--- src/rtl/mont_pkg.sv ---
// mont_pkg: shared constants and types for the Montgomery exponent path
package mont_pkg;
  localparam int REGISTER_SIZE = 32;
  localparam int BITS_IN_N = 2048;
  localparam int BLOCKS_PER_EXP = BITS_IN_N / REGISTER_SIZE;
  typedef logic [REGISTER_SIZE-1:0] block_t;
  typedef enum logic {R_WAIT, R_STREAM} streamer_state_t;
endpackage

--- src/rtl/exponent_bit_streamer.sv ---
// exponent_bit_streamer: ping-pong exponent buffer presenting one bit per consume pulse, LSB first
module exponent_bit_streamer #(
  parameter int REGISTER_SIZE = mont_pkg::REGISTER_SIZE,
  parameter int BITS_IN_N = mont_pkg::BITS_IN_N
) (
  input  logic                     clk_in,
  input  logic                     rst_in,
  input  logic                     block_valid_in,
  input  logic [REGISTER_SIZE-1:0] block_in,
  output logic                     block_ready_out,
  input  logic                     consumed_in,
  output logic                     n_bit_out,
  output logic                     n_bit_valid_out,
  output logic                     last_bit_out,
  output logic                     exp_done_out,
  output logic                     underflow_out
);
  import mont_pkg::streamer_state_t;
  import mont_pkg::R_WAIT;
  import mont_pkg::R_STREAM;
  localparam int BLOCKS = BITS_IN_N / REGISTER_SIZE;
  localparam int IW = BLOCKS > 1 ? $clog2(BLOCKS) : 1;
  localparam int BW = $clog2(REGISTER_SIZE);
  localparam int AW = $clog2(2 * BLOCKS);
  logic [REGISTER_SIZE-1:0] r_mem [2*BLOCKS];
  logic [1:0]               r_full;
  logic                     r_wbank, r_rbank;
  logic [IW-1:0]            r_widx, r_ridx;
  logic [BW-1:0]            r_rbit;
  streamer_state_t          r_state;
  logic                     r_done, r_underflow;
  logic                     w_accept, w_wlast, w_streaming, w_wrap, w_last, w_consume;
  logic [AW-1:0]            w_waddr, w_raddr;
  logic [REGISTER_SIZE-1:0] w_word;
  logic [1:0]               w_set, w_clr;
  assign block_ready_out = !r_full[r_wbank];
  assign w_accept    = block_valid_in && block_ready_out;
  assign w_wlast     = r_widx == IW'(BLOCKS - 1);
  assign w_streaming = r_state == R_STREAM;
  assign w_wrap      = r_rbit == BW'(REGISTER_SIZE - 1);
  assign w_last      = w_streaming && w_wrap && r_ridx == IW'(BLOCKS - 1);
  assign w_consume   = consumed_in && w_streaming;
  assign w_waddr     = AW'(r_wbank) * AW'(BLOCKS) + AW'(r_widx);
  assign w_raddr     = AW'(r_rbank) * AW'(BLOCKS) + AW'(r_ridx);
  assign w_word      = r_mem[w_raddr];
  assign w_set       = (w_accept && w_wlast) ? 2'b01 << r_wbank : 2'b00;
  assign w_clr       = (w_consume && w_last) ? 2'b01 << r_rbank : 2'b00;
  assign n_bit_out       = w_streaming && w_word[r_rbit];
  assign n_bit_valid_out = w_streaming;
  assign last_bit_out    = w_last;
  assign exp_done_out    = r_done;
  assign underflow_out   = r_underflow;
  // exponent storage; contents are don't-care after reset so no reset term
  always_ff @(posedge clk_in)
    if (w_accept) r_mem[w_waddr] <= block_in;
  // write pointer: fill one bank, then hop to the other
  always_ff @(posedge clk_in or posedge rst_in)
    if (rst_in) begin
      r_wbank <= 1'b0;
      r_widx  <= '0;
    end else if (w_accept) begin
      r_widx <= w_wlast ? '0 : r_widx + 1'b1;
      if (w_wlast) r_wbank <= ~r_wbank;
    end
  // bank full flags; set and clear always target different banks
  always_ff @(posedge clk_in or posedge rst_in)
    if (rst_in) r_full <= 2'b00;
    else        r_full <= (r_full | w_set) & ~w_clr;
  // read FSM: wait for a full bank, then step one bit per consume pulse
  always_ff @(posedge clk_in or posedge rst_in)
    if (rst_in) begin
      r_state     <= R_WAIT;
      r_rbank     <= 1'b0;
      r_ridx      <= '0;
      r_rbit      <= '0;
      r_done      <= 1'b0;
      r_underflow <= 1'b0;
    end else begin
      r_done      <= w_consume && w_last;
      r_underflow <= r_underflow | (consumed_in && !w_streaming);
      if (!w_streaming) begin
        if (r_full[r_rbank]) r_state <= R_STREAM;
      end else if (consumed_in) begin
        if (w_last) begin
          r_state <= R_WAIT;
          r_rbank <= ~r_rbank;
          r_ridx  <= '0;
          r_rbit  <= '0;
        end else if (w_wrap) begin
          r_rbit <= '0;
          r_ridx <= r_ridx + 1'b1;
        end else r_rbit <= r_rbit + 1'b1;
      end
    end
endmodule

--- config.mk ---
export PLATFORM = sky130hd
export DESIGN_NAME = exponent_bit_streamer
export DESIGN_NICKNAME = d
export VERILOG_FILES = /design/src/rtl/mont_pkg.sv /design/src/rtl/exponent_bit_streamer.sv
export SDC_FILE = /design/constraint.sdc
export NUM_CORES = 2
export LEC_CHECK = 0
export ABC_AREA = 0
export ABC_CLOCK_PERIOD_IN_PS = 10000
export BUFFER_PORTS_ARGS = -buffer_cell sky130_fd_sc_hd__clkbuf_2
export CAP_MARGIN = 20
export CORE_ASPECT_RATIO = 0.9
export CORE_MARGIN = 8
export CORE_UTILIZATION = 40
export DETAILED_ROUTE_END_ITERATION = 16
export PLACE_DENSITY = 0.58
export RECOVER_POWER = 25
export SYNTH_ARGS = -nofsm -noshare
export SYNTH_HDL_FRONTEND = slang
export SYNTH_SLANG_ARGS = --single-unit
--- constraint.sdc ---
create_clock -name clk_in -period 10 [get_ports clk_in]
set_clock_uncertainty 0.05 [all_clocks]
set_input_delay 2 -clock clk_in [delete_from_list [all_inputs] [get_ports clk_in]]
set_output_delay 2 -clock clk_in [all_outputs]
set_load 0.02 [all_outputs]
==> results.yml <==
run_status:
  status: "finished with violations"
  failed_checks: "max-capacitance violations, max-slew violations"
detailed_routing:
  met2RoutedLength_um: 224000
  vias: 83300
  wl_met3_um: 57000
  route.detailed.wl_per_inst_um: 37.3
  met1_length_um: 198000
  dr.pass1.iters: 6
  post_detailed_routing_wire_length_um: 502000
  detail_route.iter0.violations: 12900
  route.detailed.drc: 0
  maxUsedRoutingLayer: "met5"
  final_antenna_net_count: 0
  avgViaCountPerCell: 6.19
hold_path:
  path_category_of_the_worst_min_delay_check: "reg -> reg"
  origin_of_the_worst_min_delay_path: "underflow_out$_DFF_PP0_"
global_route:
  grt_usage_pct: 23.2
  grt_start_max_net_pins: 105
  number_of_antenna_violations_at_the_first_check_in_global_routing: 46
  grt_pass1_wl_um: 681000
  first_global_vias: 80800
  total_overflow_reported_by_the_global_router: 0
placement:
  buffer_ports.inserted: 41
  gpl.final_weighted_congestion: 0.941
  dpl.hpwl_um: 284000
  post-place-ws_ns: 2.05
final_layout:
  layout-drive-gt1-share_pct: 22.8
  final_core_utilization_pct: 45.2
  finalNetCount: 7817
  area_growth_pct: 12.8
sta:
  timing.final.setup_violations: 0
  period_share_pct: 90.5
  timing.final.crit_period_ns: 9.05
  max-slew-margin-rel_pct: -223
  fmax_ghz: 0.110
  setup_total_negative_slack_ns: 0
  final_max_slew_viol_count: 2196
  timing.final.hold_violations: 0
  fin_ws_ns: 0.946
  rsz_0062_raised_after_global_routing: "no"
  max_slew.worst_pin.slew_ns: 4.84
clock_network:
  hold_buffers: 0
  worstSkewPairLatency_ns: 0.98
  tritoncts: "yes"
  max-clock-path-buffers: 4
  ctsHtreeMaxLevel: 5
  path_clk_slew_ns: 0.06
  clkSinkCount: 4120
  cts_resized: 0
  tritoncts.num_buffers: 406
  cts_root_buffer: "clkbuf_16"
  post-cts-setup-buffer-count: 0
synthesis:
  synth_top_area_cells: "edfxtp_1 77%, mux4_2 11%, mux2i_1 3.6%"
  number_of_distinct_standard_cells_referenced_by_the_synthesized_netlist: 79
  netlist_area_sq_mm: 0.160
  avgSynthCellArea_sq_um: 21.6
  yosys-top-cells-count: "4096 x edfxtp_1, 757 x mux4_2, 576 x mux2i_1"
  async_set_or_reset_flop_fraction_in_the_synthesized_netlist_pct: 0.583
  post_synthesis_sequential_element_count: 4120
  yosysTopAreaCell: "edfxtp_1"
  ys.flop_type: "edfxtp_1"
  synthesis.instances: 7399
  synthesis.yosys.warnings: 0
  ys_seq_area_share_pct: 77.4
  synth_nets: 7439
  yosys.area.top_type_share_pct: 77.0
  synth-edff-count: 4096
  synthMostInstantiatedCell: "edfxtp_1"
setup_path:
  worst_ep_arrival_time_ns: 7.00
  worstSetupPathType: "reg -> out"
  worst_r2r_startpoint: "r_wbank$_DFFE_PP0P_"
  timing.reg2reg.setup_slack_ns: 5.00
  worstPathMaxFanout: 38
  critical_path_required_ns: 7.95
  endpoint_kind: "output port"
  worst_setup_path_startpoint: "r_ridx[0]$_DFFE_PP0P_"
  worstSetupStartpointType: "flop"
job:
  cap_violations: 37
floorplan:
  design.core.area_sq_mm: 0.398
  die_area_sq_mm: 0.420
  dieHeight_um: 616
  ios: 42
  die-width_um: 682
  std_cell_rows: 220
  start_util_pct: 40.1
power_and_ir_drop:
  static-leakage-power_nw: 53.3
  power_density_mw_per_mm2: 219
  vdd_drop_max_uv: 186
## where the power goes
group          switching, mW  internal [mW]  total (mW)
combinational           3.01           2.09        5.10
clock                   6.61           8.30        14.9
sequential             0.128           19.3        19.4
total                   9.75           29.7        39.4
## critical path, cell delays in order (launching register included)
cell	delay, ns
dfrtp_4	0.99
buf_4	0.78
mux2i_1	0.17
o221ai_1	0.86
o21ai_0	0.63
nor3_1	0.64
nand4_1	0.55
nor3_1	0.32
a311oi_1	0.08
nand4bb_1	0.28
o31ai_2	0.27
clkbuf_2	0.32
## through the flow
stage / total power [mW] / instance area, sq um / std cells / hold WS [ns]
finish: 39.4 / 180000 / 13500 / 0.414
detailed placement: 24.9 / 167000 / 12700 / 0.409
global placement: 24.8 / 167000 / 12700 / 0.397
global route: 40.4 / 180000 / 13400 / 0.441
floorplan: 23.4 / 160000 / 7399 / 0.429
CTS: 39.6 / 180000 / 13400 / 0.424
## layout by cell type, fill, tap and decap left out, types with 17 or more instances in the layout
master     netlist  layout
a2111oi_0       24      17
a211oi_1        43      43
a21oi_1        152     152
a221oi_1        25      25
a22oi_1         64      64
buf_12          39      22
buf_4           64     316
bufinv_16        0      29
clkbuf_1       116     131
clkbuf_16        0     410
clkinv_1         2      95
clkinv_2         0      78
dfrtp_1         24      17
diode_2          0      18
edfxtp_1      4096    4096
mux2i_1        576     576
mux4_1          42      42
mux4_2         757     757
nand2_1        156     151
nand3_1         47      45
nor2_1         209      78
nor2_4           0     130
nor2b_1         21      18
nor3_1          81      77
nor4_1          28      27
o21ai_0         79      77
o221ai_1       184     184
o22ai_1        146     146
## per-layer routing
layer  track usage, %  vias up
li1                 -    32200
met1             32.6    45000
met2             35.0     5047
met3             5.90      944
met4             8.84       10
met5                0        -
## cells by family (layout without fill, tap and decap cells)
kind of cell             count (synthesis)  in the layout  share of synthesized area (%)
buffers and inverters                  440           1150                           2.13
flip-flops                            4120           4120                           77.4
AO/OA/AOI/OAI                          827            827                           3.63
adder cells (fa/ha/maj)                  4              4                         0.0313
other                                    0             18                              0
AND/OR/NAND/NOR                        618            618                           1.78
XOR/XNOR                                 9              9                         0.0493
multiplexers                          1381           1381                           15.0
## area by class of cell
class	instances	area, sq um
fillers	33100	218000
flip-flops and latches	4120	124000
multi-input cells	2839	33900
clock buffers	497	10600
well taps	5328	6670
repair buffers	401	3110
clock inverters	243	2290
inverters	9	46.3
diodes	18	45.0
## sequential cells by signal, summed over array words and instances (netlist names), 2 cells and up
name    count
r_widx      6
r_mem    4096
r_full      2
r_rbit      5
r_ridx      6
## worst paths after layout
kind,endpoint,depth (start not counted)
worst max register to register,r_mem[95][30]$_DFFE_PP_,6
worst max-delay path,n_bit_out,11
min in group asynchronous,exp_done_out$_DFF_PP0_,3
worst min-delay path,underflow_out$_DFF_PP0_,1
max in group asynchronous,r_ridx[3]$_DFFE_PP0P_,3
worst min register to register,underflow_out$_DFF_PP0_,1
(Power assumes the default switching activity.)
